[src/rtl/ym3812_env.sv]
// ym3812_env
// Envelope and output stage for one two-operator OPL2-style channel.
// Each operator runs its own ADSR envelope (6-bit linear, 63 = full scale).
// Total-level attenuation is applied, the operator magnitude is scaled by the
// attenuated level, and the operators are combined into a signed 12-bit sample.
//
// Ports:
//   clk, resetn        system clock, asynchronous active-low reset
//   din                register write data
//   wr_ad1/2           attack rate din[7:4], decay rate din[3:0]
//   wr_sr1/2           sustain level din[7:4], release rate din[3:0]
//   wr_tl1/2           total level attenuation din[5:0]
//   wr_conn            connection bit din[0] (1 = additive, 0 = carrier only)
//   play               key-on level
//   neg1/2, value1/2   operator sign and magnitude from the oscillator stage
//   sample             signed two's-complement channel output
//   sample_valid       one-clock strobe marking the sample of a new audio tick

module ym3812_env #(
  parameter int TICK_DIV = 1500
) (
  input  logic        clk,
  input  logic        resetn,
  input  logic [7:0]  din,
  input  logic        wr_ad1,
  input  logic        wr_ad2,
  input  logic        wr_sr1,
  input  logic        wr_sr2,
  input  logic        wr_tl1,
  input  logic        wr_tl2,
  input  logic        wr_conn,
  input  logic        play,
  input  logic        neg1,
  input  logic        neg2,
  input  logic [3:0]  value1,
  input  logic [3:0]  value2,
  output logic [11:0] sample,
  output logic        sample_valid
);

  localparam int CNT_W = (TICK_DIV > 1) ? $clog2(TICK_DIV) : 1;

  localparam logic [2:0] ST_IDLE    = 3'd0;
  localparam logic [2:0] ST_ATTACK  = 3'd1;
  localparam logic [2:0] ST_DECAY   = 3'd2;
  localparam logic [2:0] ST_SUSTAIN = 3'd3;
  localparam logic [2:0] ST_RELEASE = 3'd4;

  typedef struct packed {
    logic [2:0]  st;
    logic [5:0]  env;
    logic [14:0] cnt;
  } op_t;

  // Register file
  logic [3:0] ar1_q, ar1_d, dr1_q, dr1_d, sl1_q, sl1_d, rr1_q, rr1_d;
  logic [3:0] ar2_q, ar2_d, dr2_q, dr2_d, sl2_q, sl2_d, rr2_q, rr2_d;
  logic [5:0] tl1_q, tl1_d, tl2_q, tl2_d;
  logic       conn_q, conn_d;

  // Timing and key tracking
  logic [CNT_W-1:0] tick_cnt_q, tick_cnt_d;
  logic             tick;
  logic             play_d_q, play_d_d;
  logic             key_on, key_off;

  // Envelope generators
  op_t op1_q, op1_d, op2_q, op2_d;

  // Output pipeline
  logic [5:0]  lvl1, lvl2;
  logic [9:0]  mag1, mag2;
  logic [10:0] p1_q, p1_d, p2_q, p2_d;
  logic [11:0] sample_q, sample_d;
  logic        valid_pipe_q, valid_pipe_d;
  logic        sample_valid_q, sample_valid_d;

  // Next envelope state for one operator. Key edges take priority over the
  // tick so an edge on a tick cycle only performs the transition. The rate
  // counter fires when it reaches 2^(15-r)-1, which is 0x7FFF >> r.
  function automatic op_t env_next(input op_t cur, input logic rise, input logic fall,
                                   input logic tk, input logic [3:0] ar, input logic [3:0] dr,
                                   input logic [3:0] sl, input logic [3:0] rr);
    op_t         nxt;
    logic [3:0]  rate;
    logic [14:0] lim;
    logic        step;
    logic [5:0]  target;
    nxt = cur;
    case (cur.st)
      ST_ATTACK:  rate = ar;
      ST_DECAY:   rate = dr;
      ST_RELEASE: rate = rr;
      default:    rate = 4'd0;
    endcase
    lim    = 15'h7fff >> rate;
    step   = 1'b0;
    target = 6'd63 - {sl, 2'b00};
    if (rise) begin
      // Re-key from RELEASE keeps the current level
      if (cur.st == ST_IDLE || cur.st == ST_RELEASE) begin
        nxt.st  = ST_ATTACK;
        nxt.cnt = '0;
      end
    end else if (fall) begin
      if (cur.st == ST_ATTACK || cur.st == ST_DECAY || cur.st == ST_SUSTAIN) begin
        nxt.st  = ST_RELEASE;
        nxt.cnt = '0;
      end
    end else if (tk) begin
      if (rate != 4'd0) begin
        if (cur.cnt == lim) begin
          step    = 1'b1;
          nxt.cnt = '0;
        end else begin
          nxt.cnt = cur.cnt + 15'd1;
        end
      end
      case (cur.st)
        ST_IDLE: nxt.env = 6'd0;
        ST_ATTACK: begin
          if (cur.env == 6'd63) begin
            nxt.st  = ST_DECAY;
            nxt.cnt = '0;
          end else if (step) begin
            nxt.env = cur.env + 6'd1;
            if (cur.env == 6'd62) begin
              nxt.st  = ST_DECAY;
              nxt.cnt = '0;
            end
          end
        end
        ST_DECAY: begin
          if (cur.env <= target) begin
            nxt.st  = ST_SUSTAIN;
            nxt.cnt = '0;
          end else if (step) begin
            nxt.env = cur.env - 6'd1;
          end
        end
        ST_RELEASE: begin
          if (cur.env == 6'd0) begin
            nxt.st  = ST_IDLE;
            nxt.cnt = '0;
          end else if (step) begin
            nxt.env = cur.env - 6'd1;
            if (cur.env == 6'd1) begin
              nxt.st  = ST_IDLE;
              nxt.cnt = '0;
            end
          end
        end
        default: nxt.cnt = '0;
      endcase
    end
    return nxt;
  endfunction

  // Register writes
  always_comb begin
    ar1_d = ar1_q; dr1_d = dr1_q; sl1_d = sl1_q; rr1_d = rr1_q;
    ar2_d = ar2_q; dr2_d = dr2_q; sl2_d = sl2_q; rr2_d = rr2_q;
    tl1_d = tl1_q; tl2_d = tl2_q; conn_d = conn_q;
    if (wr_ad1) begin ar1_d = din[7:4]; dr1_d = din[3:0]; end
    if (wr_ad2) begin ar2_d = din[7:4]; dr2_d = din[3:0]; end
    if (wr_sr1) begin sl1_d = din[7:4]; rr1_d = din[3:0]; end
    if (wr_sr2) begin sl2_d = din[7:4]; rr2_d = din[3:0]; end
    if (wr_tl1) tl1_d = din[5:0];
    if (wr_tl2) tl2_d = din[5:0];
    if (wr_conn) conn_d = din[0];
  end

  // Tick prescaler and key edge detection
  assign tick    = (tick_cnt_q == CNT_W'(TICK_DIV - 1));
  assign key_on  = play & ~play_d_q;
  assign key_off = ~play & play_d_q;

  always_comb begin
    tick_cnt_d = tick ? '0 : tick_cnt_q + 1'b1;
    play_d_d   = play;
    op1_d      = env_next(op1_q, key_on, key_off, tick, ar1_q, dr1_q, sl1_q, rr1_q);
    op2_d      = env_next(op2_q, key_on, key_off, tick, ar2_q, dr2_q, sl2_q, rr2_q);
  end

  // Attenuation, scaling and combining. The valid strobe travels through the
  // same two stages so it marks the sample built from the tick cycle's level.
  always_comb begin
    lvl1 = (op1_q.env >= tl1_q) ? op1_q.env - tl1_q : 6'd0;
    lvl2 = (op2_q.env >= tl2_q) ? op2_q.env - tl2_q : 6'd0;
    mag1 = 10'(value1) * 10'(lvl1);
    mag2 = 10'(value2) * 10'(lvl2);
    p1_d = neg1 ? 11'd0 - {1'b0, mag1} : {1'b0, mag1};
    p2_d = neg2 ? 11'd0 - {1'b0, mag2} : {1'b0, mag2};
    sample_d = conn_q ? {p1_q[10], p1_q} + {p2_q[10], p2_q} : {p2_q[10], p2_q};
    valid_pipe_d   = tick;
    sample_valid_d = valid_pipe_q;
  end

  always_ff @(posedge clk or negedge resetn) begin
    if (!resetn) begin
      ar1_q <= '0; dr1_q <= '0; sl1_q <= '0; rr1_q <= '0;
      ar2_q <= '0; dr2_q <= '0; sl2_q <= '0; rr2_q <= '0;
      tl1_q <= '0; tl2_q <= '0; conn_q <= 1'b0;
      tick_cnt_q     <= '0;
      play_d_q       <= 1'b0;
      op1_q          <= '{st: ST_IDLE, env: 6'd0, cnt: 15'd0};
      op2_q          <= '{st: ST_IDLE, env: 6'd0, cnt: 15'd0};
      p1_q           <= '0;
      p2_q           <= '0;
      sample_q       <= '0;
      valid_pipe_q   <= 1'b0;
      sample_valid_q <= 1'b0;
    end else begin
      ar1_q <= ar1_d; dr1_q <= dr1_d; sl1_q <= sl1_d; rr1_q <= rr1_d;
      ar2_q <= ar2_d; dr2_q <= dr2_d; sl2_q <= sl2_d; rr2_q <= rr2_d;
      tl1_q <= tl1_d; tl2_q <= tl2_d; conn_q <= conn_d;
      tick_cnt_q     <= tick_cnt_d;
      play_d_q       <= play_d_d;
      op1_q          <= op1_d;
      op2_q          <= op2_d;
      p1_q           <= p1_d;
      p2_q           <= p2_d;
      sample_q       <= sample_d;
      valid_pipe_q   <= valid_pipe_d;
      sample_valid_q <= sample_valid_d;
    end
  end

  assign sample       = sample_q;
  assign sample_valid = sample_valid_q;

endmodule

[config.mk]
export PLATFORM = sky130hd
export DESIGN_NAME = ym3812_env
export DESIGN_NICKNAME = d
export VERILOG_FILES = /design/src/rtl/ym3812_env.sv
export SDC_FILE = /design/constraint.sdc
export NUM_CORES = 1
export LEC_CHECK = 0
export CAP_MARGIN = 5
export CORE_MARGIN = 5
export CORE_UTILIZATION = 55
export CTS_BUF_LIST = sky130_fd_sc_hd__clkbuf_8
export CTS_CLUSTER_SIZE = 16
export DETAILED_ROUTE_END_ITERATION = 12
export PLACE_DENSITY = 0.72
export SLEW_MARGIN = 20
export SYNTH_ARGS = -nofsm -noshare
export SYNTH_HDL_FRONTEND = slang
export SYNTH_SLANG_ARGS = --single-unit
[constraint.sdc]
create_clock -name clk -period 12.45 [get_ports clk]
set_clock_uncertainty 0.15 [all_clocks]
set_input_delay 1.8675 -clock clk [delete_from_list [all_inputs] [get_ports clk]]
set_output_delay 1.8675 -clock clk [all_outputs]
set_load 0.005 [all_outputs]
==> impl_results.md, run 1 <==
- Status: complete, no violations
- Die ar.: 0.02212 mm²
- IO buf count: 40
- Final Wtd Congestion: 0.8743
- CTS buffer count: 17
- WS Path Type: flop to flop
- Share of post-route cells with drive strength above 1: 0.08945
- CTS root buf: clkbuf_8
- DRC Markers: 0
- NetSw: 0.6556 mW
- RSZ-0062 raised after global routing: no
- All-layer global routing usage: 0.2093
- Vias: 8510
- Worst reg-to-reg setup slack: 6.35 ns
- Post-CTS Setup Repair Bufs: 0
- Crit path launch type: flop
- Share of the synthesized area in the top cell type: 0.3334
- Post-synth EDFFs: 0
- Register bit total from synthesis: 141
- Drt pass-1 iters: 6
- Seq pwr share: 0.359
- Post-CTS Resized: 0
- CTS clock-pin slew for the worst setup and hold paths: 0.08 ns
- Setup TNS: 0 ns
- Combinational power share: 0.417
- Hold path start: sample_valid_d$_DFF_PN0_
- Dominant synthesized flop cell: dfrtp_1
- Max-Cap Viols: 0
- Synthesis-to-finish area growth: 8.536%
- Core Area: 0.01883 mm²
- GRT overflow: 0
- Worst r2r src: op2_q[15]$_DFFE_PN0P_
- Fin util: 0.6100
- CP startpoint: op2_q[15]$_DFFE_PN0P_
- Switching part of the total power: 0.3954
- Synth Instances: 1160
- Area after DPL: 0.01110 mm²
- Commonest cells after routing, fill and taps aside: dfrtp_1 (141), nand2_1 (93), nor2_1 (84), inv_1 (76), ha_1 (76)
- Crit path required time: 12.68 ns
- Total number of H-tree levels: 4
- Total power: 1.658 mW
- Final wirelength: 22.92 mm
- Fin crit share: 0.4900
- Worst Path Max Fanout: 6
- Maximum clock path buffer count: 2
- Setup Viol. Count Final: 0
- Die width: 148.7 µm
- Leading post-synthesis cells by cell area: dfrtp_1 (33%), ha_1 (9.0%), mux2_2 (4.6%)
- Final HPWL DP: 16.69 mm
- Syn Nets: 1283
- # nets final: 1295
- Data arrival time of the worst path: 6.33 ns
- DRT antenna net count: 0
- R2R depth: 23
- Pleak: 5.139 nW
- Clock sinks: 141
- Avg WL per Cell: 15.86 µm
- Synth warnings: 0
- Avg Inst Size Synth: 9.124 µm²
- Clock Latency Late Sink: 0.45 ns
- CP endpoint kind: flop
- Area of the mapped netlist: 0.01058 mm²
- Hold path depth: 0
- First-pass GRT wire length: 38.26 mm
- Detailed Route Iter0 Violations: 590
- Post-CTS Hold Fix Bufs: 0
- Yosys top cell by area: dfrtp_1
- Fin cells: 1445
- Die height: 148.7 µm
- Hold Vio Cnt, Final: 0
- Pin count of the biggest net entering global routing: 76
- CTS tree: done
- Cell area after layout: 0.01149 mm²
- Async SR Flop Fraction: 1.000
- Number of global-route vias before repair: 7806
- Hold Crit Class: flop to flop
- Int Pwr: 1.003 mW
- I/O Pins: 41
- Antenna Cells: 0
- Max frequency: 163.9 MHz
- Maximum VDD drop: 0.07762 mV
- Max_slew headroom: 0.3356
- Commonest non-fill, non-tap cell in the layout: dfrtp_1
- Initial antenna violation count: 0
- Count of cell types in the netlist: 91
- Initial Util: 0.5621
- Routed vias/inst: 5.889
- Seq/Total Area, Yosys: 0.3334
- Post-layout min period: 6.101 ns
- Post-placement cell count: 1413
- Clk pwr share: 0.224
- Slew Limit Fails: 0
- Worst Max-Slew Pin Slew: 0.9906 ns
- Std cell rows: 50
- PwrDens: 144.4 mW/mm²
flip-flops by register name, indices dropped and copies added (netlist names):
signal	count
tl1_q	6
ar1_q	4
dr1_q	4
play_d_q	1
p1_q	11
sl1_q	4
p2_q	11
tl2_q	6
sample	12
rr1_q	4
ar2_q	4
tick_cnt_q	11
rr2_q	4
op1_q	24
sample_valid	1
sl2_q	4
sample_valid_d	1
conn_q	1
op2_q	24
dr2_q	4
metal layers:
layer  vias up  track usage  wire, µm
li1       4177            -         -
met1      4082       0.3003     10970
met2       232       0.3339     10740
met3        19      0.03382       985
met4         0      0.04988       228
met5         -            0         0
power groups by stage:
stage	logic, mW	clock network (mW)	registers [mW]
finish	0.692	0.371	0.595
global route	0.772	0.401	0.604
CTS	0.690	0.381	0.594
detailed placement	0.685	0	0.602
global placement	0.678	0	0.601
floorplan	0.568	0	0.557
area by class of cell:
class	instances	area, µm²
fillers	1601	7343
inverters	77	289.0
repair buffers	42	416.7
clock inverters	13	127.6
clock buffers	19	261.5
well taps	260	325.3
multi-input cells	893	6539
flip-flops and latches	141	3528
logic make-up after synthesis:
group | count (synthesis) | synth area share
buffers and inverters | 126 | 0.04882
XOR/XNOR | 66 | 0.05462
multiplexers | 47 | 0.05012
AO/OA/AOI/OAI | 287 | 0.1821
AND/OR/NAND/NOR | 398 | 0.2052
adder cells (fa/ha/maj) | 95 | 0.1258
flip-flops | 141 | 0.3334
metrics by stage:
stage / hold slack (ns) / worst slack [ns]
after detailed placement: 0.1935 / 6.265
after floorplan: 0.1812 / 6.757
final: 0.2063 / 6.349
after global routing: 0.2380 / 5.953
after CTS: 0.2087 / 6.350
after global placement: 0.1887 / 6.367
cell usage after synthesis, types with 5 or more instances:
cell type / instances
a31oi_1: 7
o21ai_0: 65
nor2_1: 84
or3_1: 14
nand3_1: 31
a211oi_1: 7
a22oi_1: 5
dfrtp_1: 141
a21o_1: 25
clkbuf_1: 30
ha_1: 76
inv_1: 76
o211ai_1: 6
a211o_1: 5
and3_1: 18
o22ai_1: 8
nor2b_1: 19
fa_1: 19
o21ai_1: 24
or4_1: 6
nor3_1: 14
nand2_1: 93
mux2_2: 43
o31ai_1: 15
xor2_1: 22
xnor2_1: 44
o21bai_1: 10
nor4_1: 9
a21oi_1: 49
nand2b_1: 12
nand4_1: 19
o21a_1: 7
nor4bb_1: 5
buf_2: 11
and2_1: 38
worst max-delay path, stage by stage (launching register included):
cell	delay, ns
dfrtp_1	0.43
inv_1	0.18
ha_1	0.17
inv_1	0.06
fa_1	0.40
a21o_1	0.17
a21oi_1	0.20
nand2_1	0.08
a21o_1	0.18
a21oi_1	0.34
nor2b_1	0.15
and2_1	0.20
fa_1	0.53
inv_1	0.05
fa_1	0.52
inv_1	0.04
ha_1	0.33
a21oi_1	0.21
xnor2_1	0.12
or4_1	0.49
or2_2	0.30
or3_1	0.34
o21ai_0	0.23
xnor2_1	0.15
path summary, 6_finish.rpt:
path	end
max	p2_q[9]$_DFF_PN0_
min	sample_valid$_DFF_PN0_
max reg2reg	p2_q[9]$_DFF_PN0_
min reg2reg	sample_valid$_DFF_PN0_
max in group asynchronous	op1_q[18]$_DFFE_PN0P_
min in group asynchronous	tick_cnt_q[6]$_DFF_PN0_
(Power assumes the default switching activity.)
==> run 2, diff against run 1 <==
--- a/config.mk
+++ b/config.mk
@@ -11,7 +11,7 @@
 export CTS_BUF_LIST = sky130_fd_sc_hd__clkbuf_8
 export CTS_CLUSTER_SIZE = 16
 export DETAILED_ROUTE_END_ITERATION = 12
-export PLACE_DENSITY = 0.72
+export PLACE_DENSITY = 0.75
 export SLEW_MARGIN = 20
 export SYNTH_ARGS = -nofsm -noshare
 export SYNTH_HDL_FRONTEND = slang
==> constraint.sdc (replaced) <==
create_clock -name clk -period 5.1 [get_ports clk]
set_clock_uncertainty 0.15 [all_clocks]
set_input_delay 0.765 -clock clk [delete_from_list [all_inputs] [get_ports clk]]
set_output_delay 0.765 -clock clk [all_outputs]
set_load 0.005 [all_outputs]
==> run 2 against run 1 <==
  * The flow now finishes with violations (negative setup slack)
  * Sequential share of layout area fell by 2.1 points
  * Cell count rose by 4.2%
  * Combinational power rose to 2.9 times the previous value
  * Sequential power rose by 140%
  * Worst hold slack got worse by 0.067 ns
  * Flip-flop and latch count did not move
  * Via count rose by 4.7%
  * Clock power rose to 2.5 times the previous value
  * Global-route usage rose by 0.78 points
  * Power rose to 2.6 times the previous value
  * Routed wire length rose by 8.4%
  * Register-to-register slack got worse by 6.6 ns
  * Largest cell class unchanged
==> impl_results.md, run 2 (synthesis gave the netlist of run 1 again) <==
- RSZ-0062 raised after global routing: yes
- Crit path required time: 5.29 ns (-7.39 ns)
- Worst Path Max Fanout: 5 (-1)
- Total number of H-tree levels: 4 (unchanged)
- Fin crit share: 1.047 (+0.5570)
- Worst reg-to-reg setup slack: -0.24 ns (-6.59 ns)
- Max-Cap Viols: 0 (unchanged)
- Worst r2r src: op2_q[15]$_DFFE_PN0P_
- Hold Crit Class: primary input to asynchronous set/reset pin
- PwrDens: 353.9 mW/mm² (+150%)
- # nets final: 1358 (+4.9%)
- Hold Vio Cnt, Final: 0 (unchanged)
- Routed vias/inst: 5.917 (+0.47%)
- Status: finished, violations left
- Detailed Route Iter0 Violations: 534 (-9.5%)
- Fin cells: 1506 (+4.2%)
- Setup ws final: -0.2396 ns (-6.589 ns)
- Clock Latency Late Sink: 0.46 ns (about the same)
- Vias: 8911 (+4.7%)
- Final Wtd Congestion: 0.8611 (-1.5%)
- Max stage delay on crit path: 0.53 ns (about the same)
- Wl on met1: 11.35 mm (+3.5%)
- Metal2 WL: 11.68 mm (+8.8%)
- Initial Util: 0.5621 (unchanged)
- Post-CTS Hold Fix Bufs: 0 (unchanged)
- Post-layout min period: 5.340 ns (-0.7611 ns)
- Top Metal Used: met4
- Multi-input gate area: 0.006890 mm² (+5.4%)
- Setup TNS: -0.8543 ns (-0.8543 ns)
- WP buf/inv: 4 (unchanged)
- Worst flop-to-flop path endpoint: p2_q[10]$_DFF_PN0_
- Maximum VDD drop: 0.1906 mV (+150%)
- Pleak: 5.519 nW (+7.4%)
- CP endpoint: p2_q[10]$_DFF_PN0_
- Avg WL per Cell: 16.50 µm (+4.0%)
- CP top delay family: adder cells
- Pin count of the biggest net entering global routing: 68 (-11%)
- I/O Pins: 41 (unchanged)
- Std cell rows: 50 (unchanged)
- Commonest cells after routing, fill and taps aside: dfrtp_1 (141), nand2_1 (89), nor2_1 (78), inv_1 (69), ha_1 (68)
- Max_slew headroom: 0.3483 (+0.01272)
- Synthesis-to-finish area growth: 16.60%
- Slowest CP cell: fa_1
- Crit path launch type: flop
- Slew Limit Fails: 0 (unchanged)
- Filler cell count: 1481 (-7.5%)
- Final HPWL DP: 17.23 mm (+3.2%)
- CTS root buf: clkbuf_8
- Number of global-route vias before repair: 8219 (+5.3%)
- DRT antenna net count: 0 (unchanged)
- Initial antenna violation count: 0 (unchanged)
- Final wirelength: 24.86 mm (+8.4%)
- Die width: 148.7 µm (unchanged)
- Fin util: 0.6553 (+0.04532)
- Place WS: -0.2160 ns (-6.481 ns)
- Data arrival time of the worst path: 5.53 ns (-0.80 ns)
- Commonest non-fill, non-tap cell in the layout: dfrtp_1
- Maximum clock path buffer count: 2 (unchanged)
- GRT overflow: 0 (unchanged)
- CP endpoint kind: flop
- CP startpoint: op2_q[15]$_DFFE_PN0P_
- Post-placement cell count: 1452 (+2.8%)
- DRC Markers: 0 (unchanged)
- Worst-path cell chain: inv_2 > ha_4 > inv_2 > fa_2 > a21o_1 > a21oi_2 > nand2_1 > a21o_1 > a21oi_4 > buf_12 > nor2b_4 > nand2_1 > fa_1 > fa_1 > inv_2 > ha_4 > a21o_1 > a21oi_4 > xnor2_2 > or4_1 > or2_4 > or3_4 > o31a_1
- CTS buffer count: 17 (unchanged)
- All-layer global routing usage: 0.2171 (+0.007811)
- Critical Path Stages: 23 (unchanged)
- Failing checks: negative setup slack
- Core Area: 0.01883 mm² (unchanged)
- Max frequency: 187.3 MHz (+14%)
- Worst Max-Slew Pin Slew: 0.9717 ns (-0.01897 ns)
- Seq. cell area: 0.003528 mm² (unchanged)
- Die height: 148.7 µm (unchanged)
- CTS clock-pin slew for the worst setup and hold paths: 0.08 ns (about the same)
- Share of post-route cells with drive strength above 1: 0.1830 (+0.09353)
- Antenna Cells: 0 (unchanged)
- CTS tree: done
- WS Path Type: flop to flop
- DR WL met3: 1.374 mm (+39%)
- IO buf count: 40 (unchanged)
- Drt pass-1 iters: 5 (-1)
- Die ar.: 0.02212 mm² (unchanged)
- R2R depth: 23 (unchanged)
- Clock sinks: 141 (unchanged)
- First-pass GRT wire length: 39.74 mm (+3.9%)
- Setup Viol. Count Final: 7 (+7)
[run 2: how the worst min path moves through the flow]
stage,startpoint,slack [ns],end
global route,resetn,0.18,sample_valid$_DFF_PN0_
global placement,sample_valid_d$_DFF_PN0_,0.22,sample_valid$_DFF_PN0_
finish,resetn,0.14,sample_valid$_DFF_PN0_
detailed placement,sample_valid_d$_DFF_PN0_,0.22,sample_valid$_DFF_PN0_
CTS,resetn,0.15,sample_valid$_DFF_PN0_
floorplan,sample_valid_d$_DFF_PN0_,0.18,sample_valid$_DFF_PN0_
[run 2: final cells by class]
cell class	count	share of cell area
multi-input combinational	893	0.5583
sequential	141	0.2859
timing repair buffer	105	0.07371
tap	260	0.02636
inverter	77	0.02342
clock buffer	18	0.02008
clock inverter	12	0.01217
[run 2: stage by stage]
| stage | hold slack (ns) | total power, mW | cell area [µm²] |
|---|---|---|---|
| detailed placement | 0.2194 | 3.236 | 11470 |
| global placement | 0.2203 | 3.213 | 11470 |
| finish | 0.1396 | 4.367 | 12340 |
| global route | 0.1774 | 4.652 | 12340 |
| CTS | 0.1455 | 4.251 | 12080 |
| floorplan | 0.1812 | 2.775 | 10670 |
[run 2: worst register-to-register path: stages, from the launching register on]
cell     delay [ns]
dfrtp_1        0.39
inv_2          0.08
ha_4           0.12
inv_2          0.04
fa_2           0.33
a21o_1         0.20
a21oi_2        0.14
nand2_1        0.07
a21o_1         0.21
a21oi_4        0.15
buf_12         0.14
nor2b_4        0.05
nand2_1        0.09
fa_1           0.45
fa_1           0.53
inv_2          0.05
ha_4           0.23
a21o_1         0.20
a21oi_4        0.15
xnor2_2        0.09
or4_1          0.52
or2_4          0.27
or3_4          0.34
o31a_1         0.24
[run 2: repair_timing]
item	CTS	global route
pin swaps	15	25
cloned	0	0
gates resized for setup	15	45
endpoints found under the setup margin	8	9
buffers inserted	16	8
endpoints found under the hold margin	0	0
[run 2: report_power, final]
part | internal (mW) | switching [mW] | total, mW | leakage, nW
registers | 1.27 | 0.169 | 1.44 | 1.77
clock network | 0.487 | 0.445 | 0.932 | 0.195
logic | 0.923 | 1.07 | 1.99 | 3.56
total | 2.68 | 1.68 | 4.37 | 5.52
[run 2: per-layer routing]
layer  up-vias  track usage
li1       4305            -
met1      4319       0.3143
met2       253       0.3364
met3        34      0.03687
met4         0      0.06282
met5         -            0
==> run 3, diff against run 2 <==
--- a/config.mk
+++ b/config.mk
@@ -11,7 +11,7 @@
 export CTS_BUF_LIST = sky130_fd_sc_hd__clkbuf_8
 export CTS_CLUSTER_SIZE = 16
 export DETAILED_ROUTE_END_ITERATION = 12
-export PLACE_DENSITY = 0.75
+export PLACE_DENSITY = 0.72
 export SLEW_MARGIN = 20
 export SYNTH_ARGS = -nofsm -noshare
 export SYNTH_HDL_FRONTEND = slang
==> constraint.sdc (replaced) <==
create_clock -name clk -period 6.7 [get_ports clk]
set_clock_uncertainty 0.15 [all_clocks]
set_input_delay 1.005 -clock clk [delete_from_list [all_inputs] [get_ports clk]]
set_output_delay 1.005 -clock clk [all_outputs]
set_load 0.005 [all_outputs]
==> run 3 against run 2 <==
  * Die area is the same
  * Worst setup slack better by 0.82 ns
  * Clock power down 27%
  * Non-clock buffer count shrank 63
  * Flip-flop and latch count unchanged
  * Utilization is 4.6 points lower
  * Count of clock-buffer cells in the layout stayed put
  * Worst hold slack improved by 0.073 ns
  * Cell count fell by 4.1%
  * The run now ends clean
  * Critical path type unchanged
  * Critical path depth unchanged
  * Highest routed layer unchanged
==> impl_results.md, run 3 (synthesis gave the netlist of run 1 again) <==
- Slowest CP cell: fa_1
- Maximum clock path buffer count: 2 (unchanged)
- Hold Vio Cnt, Final: 0 (unchanged)
- CP endpoint kind: flop
- IO buf count: 40 (unchanged)
- Worst flop-to-flop path endpoint: p2_q[9]$_DFF_PN0_
- CP startpoint: op2_q[15]$_DFFE_PN0P_
- Commonest cells after routing, fill and taps aside: dfrtp_1 (141), nand2_1 (93), nor2_1 (84), inv_1 (76), ha_1 (76)
- Post-layout min period: 6.117 ns (+0.7771 ns)
- R2R depth: 23 (unchanged)
- Status: complete, no violations
- CTS buffer count: 17 (unchanged)
- Synthesis-to-finish area growth: 8.441%
- Post-CTS Setup Repair Bufs: 0 (-16)
- Routed vias/inst: 5.896 (-0.35%)
- Hold Crit Class: flop to flop
- Vias: 8520 (-4.4%)
- Worst-path cell chain: inv_1 > ha_1 > inv_1 > fa_1 > a21o_1 > a21oi_1 > nand2_1 > a21o_1 > a21oi_1 > nor2b_1 > and2_1 > fa_1 > inv_1 > fa_1 > inv_1 > ha_1 > a21oi_1 > xnor2_1 > or4_1 > or2_2 > or3_1 > o21ai_0 > xnor2_1
- Post-CTS Hold Fix Bufs: 0 (unchanged)
- CP endpoint: p2_q[9]$_DFF_PN0_
- Pin count of the biggest net entering global routing: 74 (+8.8%)
- Maximum VDD drop: 0.1470 mV (-23%)
- All-layer global routing usage: 0.2193 (+0.002254)
- Avg WL per Cell: 16.24 µm (-1.6%)
- Die ar.: 0.02212 mm² (unchanged)
- Die width: 148.7 µm (unchanged)
- Commonest non-fill, non-tap cell in the layout: dfrtp_1
- Data arrival time of the worst path: 6.34 ns (+0.81 ns)
- Clock Latency Late Sink: 0.45 ns (about the same)
- Worst Path Max Fanout: 6 (+1)
- Crit path required time: 6.92 ns (+1.63 ns)
- Worst r2r src: op2_q[15]$_DFFE_PN0P_
- Final Wtd Congestion: 0.8870 (+3.0%)
- Std cell rows: 50 (unchanged)
- Total number of H-tree levels: 4 (unchanged)
- Initial antenna violation count: 0 (unchanged)
- First-pass GRT wire length: 40.14 mm (+0.99%)
- DRC Markers: 0 (unchanged)
- Max_slew headroom: 0.2920 (-0.05635)
- Crit path launch type: flop
- RSZ-0062 raised after global routing: no
- Max-Cap Viols: 0 (unchanged)
- Clock sinks: 141 (unchanged)
- Pleak: 5.132 nW (-7.0%)
- Core Area: 0.01883 mm² (unchanged)
- Share of post-route cells with drive strength above 1: 0.08945 (-0.09353)
- Max stage delay on crit path: 0.53 ns (about the same)
- WS Path Type: flop to flop
- CTS tree: done
- Setup Viol. Count Final: 0 (-7)
- CTS root buf: clkbuf_8
- Hold WS: 0.2126 ns (+0.07305 ns)
- DRT antenna net count: 0 (unchanged)
- Max frequency: 163.5 MHz (-13%)
- Slew Limit Fails: 0 (unchanged)
- CP most frequent cell: inv_1
- Drt pass-1 iters: 5 (unchanged)
- Final wirelength: 23.47 mm (-5.6%)
- Fin crit share: 0.9129 (-0.1340)
- Setup TNS: 0 ns (+0.8543 ns)
- PwrDens: 268.5 mW/mm² (-24%)
- Area after DPL: 0.01110 mm² (-3.3%)
- Die height: 148.7 µm (unchanged)
- Number of global-route vias before repair: 7954 (-3.2%)
- Cell area after layout: 0.01148 mm² (-7.0%)
- CTS clock-pin slew for the worst setup and hold paths: 0.09 ns (about the same)
- Initial Util: 0.5621 (unchanged)
- Hold path depth: 0
- Worst reg-to-reg setup slack: 0.58 ns (+0.82 ns)
- Post-CTS Resized: 0 (-15)
- # nets final: 1295 (-4.6%)
- Antenna Cells: 0 (unchanged)
- I/O Pins: 41 (unchanged)
- Final HPWL DP: 16.94 mm (-1.7%)
- GRT overflow: 0 (unchanged)
- Detailed Route Iter0 Violations: 535 (+0.19%)
- Worst Max-Slew Pin Slew: 1.056 ns (+0.08402 ns)
-- run 3: cell count changes in the layout (fill, tap and decap cells not counted), sizes merged --
cell,previous run,this run
buf,66,3
inv,78,82
clkinv,4,7
clkinvlp,4,1
bufinv,3,1
-- run 3: worst max-delay path: cells and delay by family, from the launching register on --
kind	cells	cell delay, ns
fa+ha+maj	5	1.97
simple gates	6	1.56
compound gates	6	1.34
flops	1	0.44
buf+inv	4	0.34
xor+xnor	2	0.26
-- run 3: metal layers --
layer,vias to the layer above,track usage,wire [µm]
li1,4196,-,-
met1,4114,0.3231,11340
met2,192,0.3414,10890
met3,18,0.03382,987
met4,0,0.05219,250
met5,-,0,0
-- run 3: how the worst min path moves through the flow --
| stage | from | end |
|---|---|---|
| 2_1_floorplan | sample_valid_d$_DFF_PN0_ | sample_valid$_DFF_PN0_ |
| 3_3_place_gp | sample_valid_d$_DFF_PN0_ | sample_valid$_DFF_PN0_ |
| 3_5_place_dp | sample_valid_d$_DFF_PN0_ | sample_valid$_DFF_PN0_ |
| 4_1_cts | sample_valid_d$_DFF_PN0_ | sample_valid$_DFF_PN0_ |
| 5_1_grt | sample_valid_d$_DFF_PN0_ | sample_valid$_DFF_PN0_ |
| 6_report | sample_valid_d$_DFF_PN0_ | sample_valid$_DFF_PN0_ |
-- run 3: final cells by class --
class	instances	area [µm²]
Timing Repair Buffer	42	416.7
Clock buffer	18	247.7
Clock inverter	14	131.4
Multi-Input combinational cell	893	6539
Inverter	77	289.0
Sequential cell	141	3528
Fill cell	1624	7353
Tap cell	260	325.3
-- run 3: where the power goes --
part | switching, mW | internal (mW) | total (mW)
sequential | 0.138 | 0.969 | 1.11
combinational | 0.722 | 0.572 | 1.29
clock | 0.370 | 0.310 | 0.680
total | 1.23 | 1.85 | 3.08
-- run 3: stage by stage --
| step | std cells | util | total power [mW] | setup WS [ns] |
|---|---|---|---|---|
| 2_1_floorplan | 1160 | - | 2.090 | 1.007 |
| 3_3_place_gp | 1413 | 0.5894 | 2.383 | 0.8078 |
| 3_5_place_dp | 1413 | 0.5894 | 2.397 | 0.6519 |
| 4_1_cts | 1445 | 0.6095 | 3.101 | 0.5673 |
| 5_1_grt | 1445 | 0.6095 | 3.307 | 0.1919 |
| 6_report | 1445 | 0.6095 | 3.081 | 0.5833 |
